$ cat src/rtl/branch_predict_unit_pkg.sv
// branch_predict_unit_pkg: shared branch funct3 codes, BHT defaults and counter reset value.
package branch_predict_unit_pkg;
    localparam int DEF_IDX_BITS = 6;
    localparam int DEF_CTR_BITS = 2;
    localparam logic [2:0] F3_BEQ  = 3'b000;
    localparam logic [2:0] F3_BNE  = 3'b001;
    localparam logic [2:0] F3_BLT  = 3'b100;
    localparam logic [2:0] F3_BGE  = 3'b101;
    localparam logic [2:0] F3_BLTU = 3'b110;
    localparam logic [2:0] F3_BGEU = 3'b111;
    function automatic int ctr_reset(input int w);
        return (1 << (w - 1)) - 1;
    endfunction
endpackage

$ cat src/rtl/sat_counter.sv
// sat_counter: up/down counter that sticks at 0 and all-ones, synchronous active-low reset to RST.
module sat_counter #(
    parameter int W = 2,
    parameter logic [W-1:0] RST = '0
) (
    input  logic         clk,
    input  logic         rst_n,
    input  logic         inc,
    input  logic         dec,
    output logic [W-1:0] q
);
    always_ff @(posedge clk)
        if (!rst_n) q <= RST;
        else if (inc && !(&q)) q <= q + 1'b1;
        else if (dec && |q) q <= q - 1'b1;
endmodule

$ cat src/rtl/branch_predict_unit.sv
// branch_predict_unit: EX-stage RV32I branch resolver with a PC-indexed saturating-counter BHT
// predicting in IF, plus saturating branch/mispredict statistics.
module branch_predict_unit
    import branch_predict_unit_pkg::*;
#(
    parameter int IDX_BITS = DEF_IDX_BITS,
    parameter int CTR_BITS = DEF_CTR_BITS,
    parameter int STAT_W   = 32
) (
    input  logic              clk,
    input  logic              rst_n,
    input  logic [31:0]       if_pc,
    output logic              if_pred_taken,
    input  logic              ex_valid,
    input  logic              ex_stall,
    input  logic              ex_branch,
    input  logic [2:0]        ex_funct3,
    input  logic              ex_zero,
    input  logic              ex_less,
    input  logic              ex_less_u,
    input  logic [31:0]       ex_pc,
    input  logic              ex_pred_taken,
    output logic              br_taken,
    output logic              mispredict,
    output logic              illegal_br,
    output logic [STAT_W-1:0] stat_branches,
    output logic [STAT_W-1:0] stat_mispredicts
);
    localparam int DEPTH = 1 << IDX_BITS;
    localparam logic [CTR_BITS-1:0] CTR_RST = CTR_BITS'(ctr_reset(CTR_BITS));
    logic [CTR_BITS-1:0] bht [DEPTH];
    logic [IDX_BITS-1:0] if_idx, ex_idx;
    logic live, commit, train, cond;
    logic unused_pc_bits;
    assign if_idx = if_pc[IDX_BITS+1:2];
    assign ex_idx = ex_pc[IDX_BITS+1:2];
    assign unused_pc_bits = ^{if_pc[31:IDX_BITS+2], if_pc[1:0], ex_pc[31:IDX_BITS+2], ex_pc[1:0]};
    always_comb begin
        live = ex_valid & ex_branch;
        commit = live & ~ex_stall;
        cond = (ex_funct3 == F3_BEQ)  ? ex_zero    :
               (ex_funct3 == F3_BNE)  ? ~ex_zero   :
               (ex_funct3 == F3_BLT)  ? ex_less    :
               (ex_funct3 == F3_BGE)  ? ~ex_less   :
               (ex_funct3 == F3_BLTU) ? ex_less_u  :
               (ex_funct3 == F3_BGEU) ? ~ex_less_u : 1'b0;
        illegal_br = live & !(ex_funct3 inside {F3_BEQ, F3_BNE, F3_BLT, F3_BGE, F3_BLTU, F3_BGEU});
        br_taken = live & cond;
        mispredict = live & ~illegal_br & (br_taken != ex_pred_taken);
        train = commit & ~illegal_br;
    end
    // no write bypass: IF sees the pre-update counter on a same-index collision
    assign if_pred_taken = bht[if_idx][CTR_BITS-1];
    genvar i;
    for (i = 0; i < DEPTH; i++) begin : g_bht
        sat_counter #(.W(CTR_BITS), .RST(CTR_RST)) u_ctr (
            .clk   (clk),
            .rst_n (rst_n),
            .inc   (train & (ex_idx == IDX_BITS'(i)) & br_taken),
            .dec   (train & (ex_idx == IDX_BITS'(i)) & ~br_taken),
            .q     (bht[i])
        );
    end
    sat_counter #(.W(STAT_W)) u_stat_br (
        .clk   (clk),
        .rst_n (rst_n),
        .inc   (commit),
        .dec   (1'b0),
        .q     (stat_branches)
    );
    sat_counter #(.W(STAT_W)) u_stat_mp (
        .clk   (clk),
        .rst_n (rst_n),
        .inc   (commit & mispredict),
        .dec   (1'b0),
        .q     (stat_mispredicts)
    );
endmodule

$ cat config.mk
export PLATFORM = sky130hd
export DESIGN_NAME = branch_predict_unit
export DESIGN_NICKNAME = d
export VERILOG_FILES = /design/src/rtl/branch_predict_unit_pkg.sv /design/src/rtl/sat_counter.sv /design/src/rtl/branch_predict_unit.sv
export SDC_FILE = /design/constraint.sdc
export NUM_CORES = 1
export LEC_CHECK = 0
export CORE_MARGIN = 2
export CORE_UTILIZATION = 35
export CTS_CLUSTER_DIAMETER = 40
export DETAILED_ROUTE_END_ITERATION = 8
export DONT_BUFFER_PORTS = 1
export PLACE_DENSITY_LB_ADDON = 0.2
export SLEW_MARGIN = 30
export SYNTH_ARGS = -nofsm -noshare
export SYNTH_HDL_FRONTEND = slang
export SYNTH_SLANG_ARGS = --single-unit
$ cat constraint.sdc
create_clock -name clk -period 6.4 [get_ports clk]
set_input_delay 0.64 -clock clk [delete_from_list [all_inputs] [get_ports clk]]
set_output_delay 0.64 -clock clk [all_outputs]
set_load 0.05 [all_outputs]
==> impl_metrics.py, run 1 <==
metrics = {
    "timing": {
        "slew_headroom_pct": 32.9,
        "fmaxAchievable_mhz": 321,
        "min_period_ns": 3.11,
        "drv_slew": 0,
        "finalSetupTns_ns": 0,
        "tightest_slew_ns": 1.01,
        "fin_skew_ns": 0.00751,
        "period_share_pct": 48.6,
        "setup_viol_count_final": 0,
        "rsz0062_at_grt": "false",
        "finalHoldViolCount": 0,
    },
    "placement": {
        "dpl-instance-area_mm2": 0.0110,
        "dpl.hpwl_um": 19000,
        "io_buffers": 0,
        "place.gp.congestion": 0.789,
        "dp_cells": 1671,
    },
    "yosys": {
        "synth_most_common_cell": "dfxtp_1",
        "synthTopCellsByCount": "dfxtp_1, a31oi_1, a21oi_1",
        "synth.area.top_cells": "dfxtp_1, a31oi_1, a21oi_1",
        "yosysSeqAreaShare_pct": 35.6,
        "synth_top_area_cell": "dfxtp_1",
        "synth-edff-count": 0,
        "synthCells": 1382,
        "synth_nets": 1460,
        "syn-cell-area_mm2": 0.0108,
        "yosysWarnings": 0,
        "ys_ff_latch": 192,
        "synth_ff_type": "dfxtp_1",
        "synth.avg_cell_area_um2": 7.82,
        "async_flop_share_pct": 0,
        "synth.distinct_cells": 59,
        "yosys.area.top_type_share_pct": 35.6,
    },
    "floorplan": {
        "die_x_um": 180,
        "rows": 64,
        "initial_core_util_pct": 35.4,
        "core_area_mm2": 0.0305,
        "io_pins": 144,
        "die_area_mm2": 0.0323,
        "die_h_um": 180,
    },
    "detailed_routing": {
        "first_pass_iters": 5,
        "drc": 0,
        "routed_via_density": 6.15,
        "via_count": 10484,
        "drt_iter0_drc": 875,
        "drtAntennaViolNets": 0,
        "totalWireLength_um": 31400,
        "routedWlPerCell_um": 18.4,
    },
    "global_route": {
        "grt.met2_usage_pct": 30.5,
        "grtUsageMet3_pct": 4.42,
        "grt_pass1_wl_um": 51200,
        "grt_usage_pct": 19.1,
        "overflow": 0,
        "grt_busiest_layer": "met2",
        "grt_pass1_vias": 9511,
        "use_met1_pct": 26.0,
        "antenna_found_initial": 0,
        "grt_max_degree": 192,
    },
    "worst_setup_path": {
        "critPathArrivalTime_ns": 3.44,
        "worst-path-max-fanout": 22,
        "required_ns": 6.73,
        "worstSetupEndpointType": "flop",
        "critical_path_class": "flop to flop",
        "worst_setup_path_start_kind": "flop",
    },
    "layout": {
        "num-fill-cells": 3147,
        "finalNonFillerCells": 1704,
        "design_area_mm2": 0.0116,
        "drive_gt1_share_pct": 6.35,
        "n_antenna_cell": 0,
        "nets": 1373,
        "utilization_pct": 38.0,
        "area_growth_pct": 7.31,
    },
    "hold_path": {
        "holdCritPathClass": "input port to flop",
    },
    "power": {
        "leakage_nw": 3.79,
        "p_per_area_mw_per_mm2": 217,
        "ir_drop_uv": 172,
    },
    "clocking": {
        "clk_latency_ns": 0.44,
        "cts_hold_buf": 0,
        "cts-resized-gates": 0,
        "clock-sinks": 192,
        "root_buffer": "clkbuf_16",
        "cts.htree.levels": 4,
        "cts_tree": "built",
        "numCtsBuffers": 17,
        "clock_path_buffers": 2,
        "clk_pin_slew_ns": 0.07,
        "cts_setup_buffers": 0,
    },
    "run": {
        "cap_violations": 0,
    },
    "outcome": {
        "status": "finished, final reports clean",
    },
}
where the power goes:
group | switching (mW) | internal (mW)
sequential | 0.00402 | 1.19
clock | 0.504 | 0.661
combinational | 0.119 | 0.0358
logic make-up (layout without fill, tap and decap cells):
family / after synthesis / count (layout) / synth area share [%]
buffers and inverters: 188 / 114 / 6.90
muxes: 23 / 23 / 3.98
xor gates and xnor gates: 14 / 14 / 1.26
and+or+nand+nor: 455 / 455 / 21.4
adders and majority gates: 2 / 2 / 0.231
DFF: 192 / 192 / 35.6
AOI/OAI and AO/OA: 508 / 508 / 30.6
worst paths after layout:
check	start	end	slack, ns	cells past startpoint
hold reg to reg	g_bht[52].u_ctr.q[1]$_SDFFE_PN0P_	g_bht[52].u_ctr.q[1]$_SDFFE_PN0P_	0.51	2
setup reg to reg	u_stat_br.q[12]$_SDFFE_PN0P_	u_stat_br.q[21]$_SDFFE_PN0P_	3.29	6
setup / recovery	u_stat_br.q[12]$_SDFFE_PN0P_	u_stat_br.q[21]$_SDFFE_PN0P_	3.29	6
hold / removal	rst_n	u_stat_mp.q[10]$_SDFFE_PN0P_	0.34	1
registers in the layout, indices dropped and copies added, names as in the netlist:
signal	count
u_stat_br.q	32
g_bht.u_ctr.q	128
u_stat_mp.q	32
per-stage QoR:
stage | power (mW) | hold slack [ns] | setup WS, ns
3_5_place_dp | 1.38 | 0.492 | 3.28
2_1_floorplan | 1.36 | 0.462 | 3.00
5_1_grt | 2.61 | 0.272 | 3.02
3_3_place_gp | 1.38 | 0.484 | 3.30
4_1_cts | 2.55 | 0.288 | 3.29
6_report | 2.52 | 0.344 | 3.29
placed cells by master, fill, tap and decap left out, types with 5 or more instances in the layout:
cell         n
dfxtp_1    192
a31oi_1    116
a21oi_1    108
nand2_1    106
nor2_1      91
o21ai_0     88
nand3_1     83
inv_1       69
a211oi_1    62
o221ai_1    56
nor3_1      29
or3_1       27
o31ai_1     24
nand4_1     23
or4_1       18
clkbuf_16   17
mux4_2      16
and4_1      14
nand2b_1    13
nor4_1      11
and2_1      10
buf_4       10
o211ai_1     8
a221oi_1     8
xnor2_1      8
mux2i_1      7
and3_1       7
xor2_1       5
o41ai_1      5
routing by layer:
layer	share of wire, %	vias up
met4	1.2	0
met3	6.4	23
met2	45	255
li1	-	5106
met5	0	-
met1	47	5100
worst max-delay path, cell delays in order, from the launching register on:
cell and delay (ns):
dfxtp_1 0.76, and4_1 0.41, nand4_1 0.47, nor4_4 0.74, buf_4 0.36, nor4_1 0.10, mux2i_1 0.14
layout make-up:
cell class	instances	area [um2]	share of cell area [%]
Clock buffer	21	480	4.14
Clock inverter	11	151	1.30
Inverter	70	263	2.26
Multi-Input combinational cell	1002	6270	54.0
Sequential cell	192	3840	33.1
Tap cell	396	495	4.27
Timing Repair Buffer	12	100	0.863
Power figures use the tool's default switching activity.
==> run 2, diff against run 1 <==
--- a/config.mk
+++ b/config.mk
@@ -5,6 +5,7 @@
 export SDC_FILE = /design/constraint.sdc
 export NUM_CORES = 1
 export LEC_CHECK = 0
+export ABC_AREA = 1
 export CORE_MARGIN = 2
 export CORE_UTILIZATION = 35
 export CTS_CLUSTER_DIAMETER = 40
==> constraint.sdc (replaced) <==
create_clock -name clk -period 2.55 [get_ports clk]
set_input_delay 0.255 -clock clk [delete_from_list [all_inputs] [get_ports clk]]
set_output_delay 0.255 -clock clk [all_outputs]
set_load 0.05 [all_outputs]
==> run 2 against run 1 <==
Compared with the run above: clock skew is 0.00053 ns higher; cell count is 21% higher; register-to-register slack got worse by 2.9 ns; sequential cell count stayed put; critical path depth up 2; first-iteration DRC count fell by 26%; via count down 1.3%; power is 140% higher; non-clock buffer count grew 75; global-route usage is 0.59 points higher; area after synthesis is 3.8% lower.
==> impl_metrics.py, run 2 <==
metrics = {
    "worst_setup_path": {
        "worstSetupEndpointType": "output port",
        "required_ns": 2.30,
        "regToRegEndpoint": "u_stat_br.q[5]$_SDFFE_PN0P_",
        "r2r_cells": 10,
        "critical_path_class": "flop to output port",
        "reg2reg_slack_ns": 0.35,
        "worst-path-max-fanout": 3,
        "r2r_start": "u_stat_br.q[0]$_SDFFE_PN0P_",
        "critPathArrivalTime_ns": 2.09,
        "worst_setup_path_start_kind": "flop",
    },
    "layout": {
        "finalNonFillerCells": 2064,
        "design_area_mm2": 0.0119,
        "area_growth_pct": 14.1,
        "largest_reg_flops": 128,
        "n_antenna_cell": 0,
        "drive_gt1_share_pct": 9.20,
        "reg_top3": "g_bht.u_ctr.q x128, u_stat_br.q x32, u_stat_mp.q x32",
        "regMostFlops": "g_bht.u_ctr.q",
        "ff_latch_area_mm2": 0.00384,
        "multi_input_area_mm2": 0.00575,
        "layout_common_cells": "nand2_1, a21oi_1, dfxtp_1, o21ai_0, inv_1",
        "nets": 1739,
        "num-fill-cells": 3201,
        "final_common_cell": "nand2_1",
        "utilization_pct": 40.3,
    },
    "global_route": {
        "overflow": 0,
        "grt_pass1_vias": 9463,
        "grt_usage_pct": 19.7,
        "grtUsageMet3_pct": 4.48,
        "grt_max_degree": 64,
        "grt.met2_usage_pct": 30.9,
        "grt_pass1_wl_um": 49400,
        "grt_busiest_layer": "met2",
        "use_met1_pct": 26.9,
        "antenna_found_initial": 0,
    },
    "yosys": {
        "synth.distinct_cells": 35,
        "synthTopCellsByCount": "nand2_1, a21oi_1, dfxtp_1",
        "synth_ff_type": "dfxtp_1",
        "synth_top_area_cell": "dfxtp_1",
        "yosys.area.top_type_share_pct": 36.9,
        "synth-edff-count": 0,
        "ys_ff_latch": 192,
        "yosysWarnings": 0,
        "synth.area.top_cells": "dfxtp_1, nand2_1, a21oi_1",
        "synth_most_common_cell": "nand2_1",
        "synth.avg_cell_area_um2": 6.41,
        "yosysSeqAreaShare_pct": 36.9,
        "async_flop_share_pct": 0,
        "synth_nets": 1702,
        "syn-cell-area_mm2": 0.0104,
        "synthCells": 1624,
    },
    "power": {
        "leakage_nw": 3.96,
        "ir_drop_uv": 477,
        "totalPowerFinal_mw": 6.01,
        "p_per_area_mw_per_mm2": 506,
    },
    "clocking": {
        "clk_pin_slew_ns": 0.08,
        "cts_tree": "built",
        "clk_latency_ns": 0.45,
        "cts-resized-gates": 0,
        "cts_setup_buffers": 0,
        "cts.htree.levels": 4,
        "clock-sinks": 192,
        "numCtsBuffers": 17,
        "root_buffer": "clkbuf_16",
        "clock_path_buffers": 2,
    },
    "placement": {
        "place.gp.congestion": 0.917,
        "dp_cells": 2031,
        "dpl.hpwl_um": 21200,
        "io_buffers": 0,
        "place_ws_ns": 0.353,
        "dpl-instance-area_mm2": 0.0113,
    },
    "timing": {
        "fmaxAchievable_mhz": 426,
        "setup_viol_count_final": 0,
        "drv_slew": 0,
        "finalHoldViolCount": 0,
        "rsz0062_at_grt": "false",
        "finalSetupTns_ns": 0,
        "tightest_slew_ns": 0.862,
        "period_share_pct": 92.0,
        "fin_skew_ns": 0.00804,
        "slew_headroom_pct": 42.3,
        "hold_ws_ns": 0.0724,
        "setup_slack_ns": 0.203,
        "min_period_ns": 2.35,
    },
    "floorplan": {
        "die_x_um": 176,
        "die_h_um": 176,
        "initial_core_util_pct": 35.3,
        "core_area_mm2": 0.0295,
        "die_area_mm2": 0.0311,
        "rows": 63,
        "io_pins": 144,
    },
    "hold_path": {
        "holdCritPathClass": "input port to flop",
        "worstHoldStart": "ex_pc[6]",
        "whs_path_depth": 4,
        "holdPathEnd": "g_bht[6].u_ctr.q[0]$_SDFFE_PN1P_",
    },
    "detailed_routing": {
        "drc": 0,
        "totalWireLength_um": 30000,
        "drt_iter0_drc": 650,
        "routedWlPerCell_um": 14.5,
        "via_count": 10351,
        "routed_via_density": 5.02,
        "drtAntennaViolNets": 0,
        "first_pass_iters": 5,
    },
    "outcome": {
        "status": "finished, final reports clean",
    },
    "run": {
        "cap_violations": 0,
    },
}
run 2: cell count changes in the layout (fill, tap and decap cells not counted), moves of 20 or more:
| cell | previous run | this run |
|---|---|---|
| nand2_1 | 106 | 513 |
| a21oi_1 | 108 | 254 |
| a31oi_1 | 116 | 0 |
| o21ai_0 | 88 | 175 |
| buf_4 | 10 | 81 |
| a211oi_1 | 62 | 1 |
| inv_1 | 69 | 127 |
| o221ai_1 | 56 | 0 |
| nand3_1 | 83 | 51 |
| or3_1 | 27 | 0 |
| o31ai_1 | 24 | 0 |
| xor2_1 | 5 | 29 |
| a21oi_2 | 0 | 20 |
run 2: layer usage:
layer	up-vias	wire length, um	share of wire, %
met5	-	0	0
met3	35	1480	4.9
li1	5382	-	-
met2	192	13500	45
met4	0	455	1.5
met1	4742	14500	48
run 2: kinds of logic (layout without fill, tap and decap cells):
kind of cell	Yosys count	after routing	synth area share (%)
buffers and inverters	201	251	7.89
AND/OR/NAND/NOR	727	727	28.3
adder cells (fa/ha/maj)	2	2	0.241
flip-flops	192	192	36.9
XOR/XNOR	45	45	3.79
AO/OA/AOI/OAI	457	457	22.9
run 2: worst max path at each step:
stage                                     start  cells after the start  slack (ns)                     endpoint
6_report       g_bht[8].u_ctr.q[1]$_SDFFE_PN0P_                      8        0.20                if_pred_taken
5_1_grt        g_bht[8].u_ctr.q[1]$_SDFFE_PN0P_                      8        0.12                if_pred_taken
4_1_cts        g_bht[8].u_ctr.q[1]$_SDFFE_PN0P_                      8        0.20                if_pred_taken
3_5_place_dp        u_stat_br.q[0]$_SDFFE_PN0P_                     10        0.35  u_stat_br.q[5]$_SDFFE_PN0P_
3_3_place_gp        u_stat_br.q[0]$_SDFFE_PN0P_                     10        0.37  u_stat_br.q[5]$_SDFFE_PN0P_
2_1_floorplan       u_stat_mp.q[0]$_SDFFE_PN0P_                     10        0.42  u_stat_mp.q[0]$_SDFFE_PN0P_
run 2: critical path, stage by stage (launching register included):
cell      delay [ns]
dfxtp_1         0.32
inv_1           0.07
o21ai_0         0.33
nand3_1         0.22
nand2_1         0.12
nand2_1         0.05
nand3_1         0.08
nand3b_1        0.08
nand2_1         0.38
run 2: layout make-up:
type	instances	share of cell area, %
multi-input cells	1231	48.4
flip-flops and latches	192	32.4
repair buffers	87	6.05
inverters	132	4.22
well taps	390	4.11
clock buffers	18	3.70
clock inverters	14	1.11
run 2: where the power goes:
part	internal (mW)	switching (mW)	leakage [nW]
registers	3.00	0.00247	1.55
clock network	1.39	1.29	0.282
logic	0.0748	0.247	2.13
run 2: what timing repair did:
action | 4_1_cts | 5_1_grt
endpoints found under the setup margin | 0 | 0
hold endpoints to repair | 16 | 0
hold buffers | 1 | 0
